<file path="src/rtl/cic_decimator_pkg.sv">
// Shared constants, state encoding and output scaling for the PDM CIC decimator.
package cic_pkg;
    localparam int ORDER      = 4;
    localparam int DECIM      = 32;
    localparam int LOG2_DECIM = $clog2(DECIM);
    localparam int OUT_W      = 17;
    localparam int ACC_W      = 2 + ORDER * LOG2_DECIM;
    localparam int SHIFT      = ACC_W - OUT_W - 1;
    localparam int WARM_W     = $clog2(ORDER + 1);

    localparam logic signed [OUT_W-1:0] OUT_MAX = {1'b0, {(OUT_W-1){1'b1}}};
    localparam logic signed [OUT_W-1:0] OUT_MIN = {1'b1, {(OUT_W-1){1'b0}}};
    localparam logic signed [ACC_W-1:0] SAT_MAX_ACC = ACC_W'(OUT_MAX);
    localparam logic signed [ACC_W-1:0] SAT_MIN_ACC = ACC_W'(OUT_MIN);

    typedef enum logic [1:0] {
        IDLE   = 2'd0,
        WARMUP = 2'd1,
        RUN    = 2'd2
    } state_t;

    typedef struct packed {
        logic [OUT_W-1:0] y;
        logic             clip;
    } sat_res_t;

    // Arithmetic shift down to output scale, then clamp to the signed output range.
    function automatic sat_res_t scale_sat(input logic signed [ACC_W-1:0] r);
        logic signed [ACC_W-1:0] s;
        sat_res_t res;
        s        = r >>> SHIFT;
        res.y    = OUT_W'(s);
        res.clip = 1'b0;
        if (s > SAT_MAX_ACC) begin
            res.y    = OUT_MAX;
            res.clip = 1'b1;
        end else if (s < SAT_MIN_ACC) begin
            res.y    = OUT_MIN;
            res.clip = 1'b1;
        end
        return res;
    endfunction
endpackage

</file>
<file path="src/rtl/cic_decimator_if.sv">
// Channel bus between the PDM front end / PCM consumer and the CIC decimator.
// Handshake: pdm_en is a one-cycle strobe qualifying pdm_bit (no backpressure);
// y_valid is a one-cycle strobe qualifying a new y_out, which then holds.
interface cic_decimator_if;
    logic                              en;
    logic                              pdm_en;
    logic                              pdm_bit;
    logic signed [cic_pkg::OUT_W-1:0]  y_out;
    logic                              y_valid;
    logic                              sat;

    modport master (output en, pdm_en, pdm_bit, input  y_out, y_valid, sat);
    modport slave  (input  en, pdm_en, pdm_bit, output y_out, y_valid, sat);
endinterface

</file>
<file path="src/rtl/cic_decimator_comb_stage.sv">
// One comb section (differential delay 1) with its valid flag carried alongside.
module cic_comb_stage
    import cic_pkg::*;
(
    input  logic                    CICCLK,
    input  logic                    RST,
    input  logic                    i_clear,
    input  logic                    i_valid,
    input  logic signed [ACC_W-1:0] i_data,
    output logic                    o_valid,
    output logic signed [ACC_W-1:0] o_data
);
    logic signed [ACC_W-1:0] r_delay;
    logic signed [ACC_W-1:0] r_data;
    logic                    r_valid;

    // Difference against the previous decimated sample; wraps modulo 2^ACC_W.
    always_ff @(posedge CICCLK or posedge RST) begin
        if (RST) begin
            r_delay <= '0;
            r_data  <= '0;
            r_valid <= 1'b0;
        end else if (i_clear) begin
            r_delay <= '0;
            r_data  <= '0;
            r_valid <= 1'b0;
        end else begin
            r_valid <= i_valid;
            if (i_valid) begin
                r_data  <= i_data - r_delay;
                r_delay <= i_data;
            end
        end
    end

    assign o_valid = r_valid;
    assign o_data  = r_data;
endmodule

</file>
<file path="src/rtl/cic_decimator.sv">
// PDM-to-PCM CIC decimator: inline integrator cascade at PDM rate, comb
// pipeline per frame, then shift/saturate into a held PCM output register.
module cic_decimator
    import cic_pkg::*;
(
    input  logic            CICCLK,
    input  logic            RST,
    cic_decimator_if.slave  io_bus,
    output state_t          o_state
);
    state_t                  r_state;
    state_t                  w_next_state;
    logic [LOG2_DECIM-1:0]   r_cnt;
    logic signed [ACC_W-1:0] r_int [ORDER];
    logic                    r_fe;
    logic signed [ACC_W-1:0] r_cap;
    logic                    r_cap_valid;
    logic [WARM_W-1:0]       r_warm;
    logic [OUT_W-1:0]        r_y;
    logic                    r_y_valid;
    logic                    r_sat;

    logic                    w_clear;
    logic                    w_step;
    logic                    w_frame_end;
    logic                    w_out_fire;
    logic                    w_emit;
    logic signed [ACC_W-1:0] w_pdm_val;
    logic signed [ACC_W-1:0] w_comb_data [ORDER+1];
    logic [ORDER:0]          w_comb_valid;
    sat_res_t                w_res;

    assign w_clear     = !io_bus.en;
    assign w_step      = io_bus.en && (r_state != IDLE) && io_bus.pdm_en;
    assign w_frame_end = w_step && (r_cnt == LOG2_DECIM'(DECIM - 1));
    assign w_pdm_val   = io_bus.pdm_bit ? ACC_W'(1) : '1;
    assign w_out_fire  = w_comb_valid[ORDER];
    assign w_res       = scale_sat(w_comb_data[ORDER]);

    // State register.
    always_ff @(posedge CICCLK or posedge RST) begin
        if (RST) r_state <= IDLE;
        else     r_state <= w_next_state;
    end

    // Next state and emit decision; the (ORDER+1)th frame ends warmup.
    always_comb begin
        w_next_state = r_state;
        w_emit       = 1'b0;
        case (r_state)
            IDLE:    if (io_bus.en) w_next_state = WARMUP;
            WARMUP:  if (w_out_fire && (r_warm == WARM_W'(ORDER))) begin
                         w_next_state = RUN;
                         w_emit       = 1'b1;
                     end
            RUN:     w_emit = w_out_fire;
            default: w_next_state = IDLE;
        endcase
        if (!io_bus.en) begin
            w_next_state = IDLE;
            w_emit       = 1'b0;
        end
    end

    // Integrator cascade and decimation counter, advanced on each PDM strobe.
    always_ff @(posedge CICCLK or posedge RST) begin
        if (RST) begin
            r_cnt <= '0;
            for (int k = 0; k < ORDER; k++) r_int[k] <= '0;
        end else if (w_clear) begin
            r_cnt <= '0;
            for (int k = 0; k < ORDER; k++) r_int[k] <= '0;
        end else if (w_step) begin
            r_cnt    <= r_cnt + 1'b1;
            r_int[0] <= r_int[0] + w_pdm_val;
            for (int k = 1; k < ORDER; k++) r_int[k] <= r_int[k] + r_int[k-1];
        end
    end

    // Capture the last integrator one cycle after the frame-end strobe.
    always_ff @(posedge CICCLK or posedge RST) begin
        if (RST) begin
            r_fe        <= 1'b0;
            r_cap       <= '0;
            r_cap_valid <= 1'b0;
        end else if (w_clear) begin
            r_fe        <= 1'b0;
            r_cap       <= '0;
            r_cap_valid <= 1'b0;
        end else begin
            r_fe        <= w_frame_end;
            r_cap_valid <= r_fe;
            if (r_fe) r_cap <= r_int[ORDER-1];
        end
    end

    assign w_comb_data[0] = r_cap;
    assign w_comb_valid[0] = r_cap_valid;

    genvar g;
    generate
        for (g = 0; g < ORDER; g++) begin : g_comb
            cic_comb_stage u_stage (
                .CICCLK  (CICCLK),
                .RST     (RST),
                .i_clear (w_clear),
                .i_valid (w_comb_valid[g]),
                .i_data  (w_comb_data[g]),
                .o_valid (w_comb_valid[g+1]),
                .o_data  (w_comb_data[g+1])
            );
        end
    endgenerate

    // Output register, sticky saturation flag and warmup frame counter.
    always_ff @(posedge CICCLK or posedge RST) begin
        if (RST) begin
            r_y       <= '0;
            r_y_valid <= 1'b0;
            r_sat     <= 1'b0;
            r_warm    <= '0;
        end else begin
            r_y_valid <= 1'b0;
            if (w_clear) begin
                r_sat  <= 1'b0;
                r_warm <= '0;
            end else if (w_emit) begin
                r_y       <= w_res.y;
                r_y_valid <= 1'b1;
                r_sat     <= r_sat | w_res.clip;
            end else if (w_out_fire && (r_state == WARMUP)) begin
                r_warm <= r_warm + 1'b1;
            end
        end
    end

    assign io_bus.y_out   = r_y;
    assign io_bus.y_valid = r_y_valid;
    assign io_bus.sat     = r_sat;
    assign o_state        = r_state;
endmodule
</file>
<file path="src/flat_wrapper.sv">
// flat-port wrapper written by rule: the top's interface ports become plain ports
module cic_decimator_flat import cic_pkg::*;
  (CICCLK, RST, o_state, io_bus_en, io_bus_pdm_en, io_bus_pdm_bit, io_bus_y_out, io_bus_y_valid, io_bus_sat);
  cic_decimator_if io_bus_i ();
  input  logic CICCLK;
  input  logic RST;
  output state_t o_state;
  input wire logic [$bits(io_bus_i.en)-1:0] io_bus_en;
  input wire logic [$bits(io_bus_i.pdm_en)-1:0] io_bus_pdm_en;
  input wire logic [$bits(io_bus_i.pdm_bit)-1:0] io_bus_pdm_bit;
  output wire logic [$bits(io_bus_i.y_out)-1:0] io_bus_y_out;
  output wire logic [$bits(io_bus_i.y_valid)-1:0] io_bus_y_valid;
  output wire logic [$bits(io_bus_i.sat)-1:0] io_bus_sat;
  assign io_bus_i.en = io_bus_en;
  assign io_bus_i.pdm_en = io_bus_pdm_en;
  assign io_bus_i.pdm_bit = io_bus_pdm_bit;
  assign io_bus_y_out = io_bus_i.y_out;
  assign io_bus_y_valid = io_bus_i.y_valid;
  assign io_bus_sat = io_bus_i.sat;
  cic_decimator u_core (.CICCLK(CICCLK), .RST(RST), .io_bus(io_bus_i), .o_state(o_state));
endmodule
</file>
<file path="config.mk">
export PLATFORM = sky130hd
export DESIGN_NAME = cic_decimator_flat
export DESIGN_NICKNAME = d
export VERILOG_FILES = /design/src/rtl/cic_decimator_pkg.sv /design/src/rtl/cic_decimator_if.sv /design/src/rtl/cic_decimator_comb_stage.sv /design/src/rtl/cic_decimator.sv /design/src/flat_wrapper.sv
export SDC_FILE = /design/constraint.sdc
export NUM_CORES = 1
export LEC_CHECK = 0
export ABC_AREA = 1
export CAP_MARGIN = 20
export CELL_PAD_IN_SITES_DETAIL_PLACEMENT = 1
export CELL_PAD_IN_SITES_GLOBAL_PLACEMENT = 1
export CORE_MARGIN = 4
export CORE_UTILIZATION = 42
export CTS_CLUSTER_DIAMETER = 200
export CTS_CLUSTER_SIZE = 40
export DETAILED_ROUTE_END_ITERATION = 12
export GPL_TIMING_DRIVEN = 0
export PLACE_DENSITY = 0.83
export SLEW_MARGIN = 30
export SYNTH_ARGS = -nofsm -noshare
export SYNTH_HDL_FRONTEND = slang
export SYNTH_SLANG_ARGS = --single-unit
export TNS_END_PERCENT = 5
</file>
<file path="constraint.sdc">
create_clock -name CICCLK -period 10.6 [get_ports CICCLK]
set_input_delay 2.65 -clock CICCLK [delete_from_list [all_inputs] [get_ports CICCLK]]
set_output_delay 2.65 -clock CICCLK [all_outputs]
set_load 0.01 [all_outputs]
</file>
==> flow_metrics.tcl <==
set metrics [dict create \
    clk_path_buf_depth 3 \
    timing.final.crit_share_pct 44.7 \
    yosysSeqAreaShare_pct 35.4 \
    finalSetupViolations 0 \
    layout.cells.non_filler 4016 \
    crit_required_ps 11090 \
    antenna_left 0 \
    cts_tree "yes" \
    synthTopCellsByArea "dfrtp_1 35%, nand2_1 18%, ha_1 9.7%" \
    hold_viol 0 \
    nets 3515 \
    dpl.hpwl_um 59700 \
    grt_pass1_wl_um 119000 \
    synth_top_cell_area_share_pct 35.4 \
    critical_path_class "in2reg" \
    slew_headroom_pct 44.9 \
    area_growth_pct 7.51 \
    synth_seq_cells 317 \
    syn_avg_cell_area_sq_um 6.84 \
    ioPinCount 26 \
    grt_overflow_total 0 \
    drc 0 \
    netlist_area_sq_um 22400 \
    cts_hold_buffers 0 \
    drive_above_1_share_pct 3.85 \
    dr.pass1.iters 6 \
    row_count 84 \
    drt-wirelength-per-cell_um 18.3 \
    hold_path.class "reg2reg" \
    yosysTopAreaCell "dfrtp_1" \
    grt_pass1_vias 23100 \
    die_area_sq_um 57100 \
    cts_htree_levels 1 \
    ctsResizeCount 0 \
    slew_violations 0 \
    worst_setup_path_end_kind "flip-flop" \
    cp_max_fo 21 \
    ys_types 40 \
    p_leak_nw 13.2 \
    netlist_instances 3279 \
    ir_drop_uv 104 \
    postCtsSetupBuffers 0 \
    numCtsBuffers 11 \
    final.setup_skew_ps 25.8 \
    placed_cells 4004 \
    drt_iter0_markers 1301 \
    initial_utilization_pct 42.6 \
    grt_max_degree 41 \
    fp.dieH_um 239 \
    rsz0062_at_grt "false" \
    core-area_sq_um 52700 \
    synth_warnings 0 \
    cap_violations 0 \
    clk_pin_slew_ps 160 \
    tightest_slew_ps 826 \
    num_vias 22100 \
    fp.dieW_um 239 \
    insertion_delay_ps 540 \
    setup_tns_ps 0 \
    wl_um 73400 \
    cellPowerDensity_nw_per_um2 97.7 \
    diodes 0 \
    outcome "finished clean" \
    syn-num-nets 3465 \
    cts_sinks 317 \
    place_congestion 0.970 \
    cts-root-buf "clkbuf_16" \
    startpoint_type "input port" \
    viasPerCell 5.49 \
    grt_antenna_before_repair 0 \
    fin_total_pwr_mw 2.35 \
    grt_use_total_pct 25.3 \
    portBuffers 24 \
    period_minus_slack_ps 4740 \
    fmax_mhz 211 \
    arrival_ps 5230 \
]
==> worst paths after layout <==
kind	slack [ps]	cells past startpoint	from	endpoint
worst max-delay path	5860	10	io_bus_pdm_bit	u_core.r_int[86]$_DFFE_PP0P_
worst min register to register	490	1	u_core.r_warm[2]$_DFFE_PP0P_	u_core.r_warm[2]$_DFFE_PP0P_
max in group asynchronous	6720	8	RST	u_core.g_comb[3].u_stage.r_delay[11]$_DFFE_PP0P_
min in group asynchronous	2390	2	RST	u_core.r_cap[14]$_DFFE_PP0P_
worst max register to register	8310	11	u_core.r_int[22]$_DFFE_PP0P_	u_core.r_int[12]$_DFFE_PP0P_
worst min-delay path	490	1	u_core.r_warm[2]$_DFFE_PP0P_	u_core.r_warm[2]$_DFFE_PP0P_
==> area by class of cell <==
| cell class | count | area (sq um) |
|---|---|---|
| clock inverters | 1 | 5.00 |
| inverters | 507 | 1910 |
| fillers | 6933 | 28600 |
| well taps | 688 | 861 |
| clock buffers | 11 | 275 |
| repair buffers | 37 | 538 |
| plain buffers | 60 | 285 |
| multi-input cells | 2395 | 12300 |
| flip-flops and latches | 317 | 7930 |
==> metrics by stage <==
stage	util (%)	instance area (sq um)	setup WS, ps	hold WS [ps]
after global routing	45.8	24100	5640	508
final	45.8	24100	5860	488
after global placement	44.7	23500	1410	440
after CTS	45.8	24100	5880	491
after floorplan	-	22400	3730	425
after detailed placement	45.2	23800	5310	466
==> synthesized netlist by cell type (all sizes together) <==
library cell	n
nand2	1065
inv	506
dfrtp	317
nor2	296
o21ai	231
a21oi	200
ha	174
nand3	173
o22ai	90
nand4	56
buf	42
nor3	24
clkbuf	18
o31ai	16
o21bai	15
a22o	9
xnor2	8
fa	7
nand3b	7
and2	6
or2	5
a21o	4
a32o	3
xor2	3
a21boi	2
and3	1
clkinv	1
==> flip-flops by register name, indices dropped and copies added (netlist names), 2 cells and up <==
| name | count |
|---|---|
| u_core.g_comb.u_stage.r_delay | 88 |
| u_core.g_comb.u_stage.o_data | 84 |
| u_core.r_cap | 22 |
| u_core.r_int | 88 |
| u_core.r_cnt | 5 |
| u_core.r_warm | 3 |
| u_core.g_comb.u_stage.o_valid | 4 |
| u_core.o_state | 2 |
| u_core.io_bus.y_out | 17 |
==> cell usage in the layout, fill, tap and decap left out, types with 2 or more instances in the layout <==
master / n
a21o_1: 4
a21oi_1: 200
a22o_1: 9
a32o_1: 3
and2_1: 6
buf_1: 2
buf_12: 8
buf_16: 5
buf_2: 36
buf_4: 4
clkbuf_1: 18
clkbuf_16: 11
clkdlybuf4s50_1: 24
dfrtp_1: 317
fa_1: 7
ha_1: 174
inv_1: 498
inv_2: 7
nand2_1: 1055
nand2_2: 10
nand3_1: 164
nand3_2: 9
nand3b_1: 7
nand4_1: 56
nor2_1: 281
nor2_2: 11
nor2_4: 4
nor3_1: 21
nor3_2: 3
o21ai_0: 200
o21ai_1: 22
o21ai_2: 8
o21bai_1: 12
o21bai_2: 3
o22ai_1: 90
o31ai_1: 16
or2_2: 5
xnor2_1: 8
xor2_1: 3
==> power by group <==
group	internal (mW)	switching (mW)	total, mW	leakage [nW]
Clock	0.191	0.391	0.583	0.139
Combinational	0.151	0.323	0.474	8.65
Sequential	1.24	0.0552	1.30	4.42
==> critical path, cell delays in order <==
cell and delay (ps):
clkdlybuf4s50_1 440, inv_1 620, ha_1 420, a21oi_1 340, o21ai_0 170, a21oi_1 200
nand3_1 100, nand2_1 70, nand3_1 130, nand2_1 90
==> routing by layer <==
metal  up-vias  wire length (um)  global-route usage (%)
li1      10600                 -                       -
met1     11000             33000                    33.5
met3        96              1990                    1.43
met2       351             36800                    46.1
met4         0              1670                    5.40
met5         -                 0                       0
==> logic make-up after synthesis <==
| family | Yosys count | share of synthesized area [%] |
|---|---|---|
| simple gates | 1633 | 30.0 |
| compound gates | 570 | 14.1 |
| buf+inv | 567 | 9.76 |
| flops | 317 | 35.4 |
| fa+ha+maj | 181 | 10.3 |
| xor+xnor | 11 | 0.430 |
(Power assumes the default switching activity.)
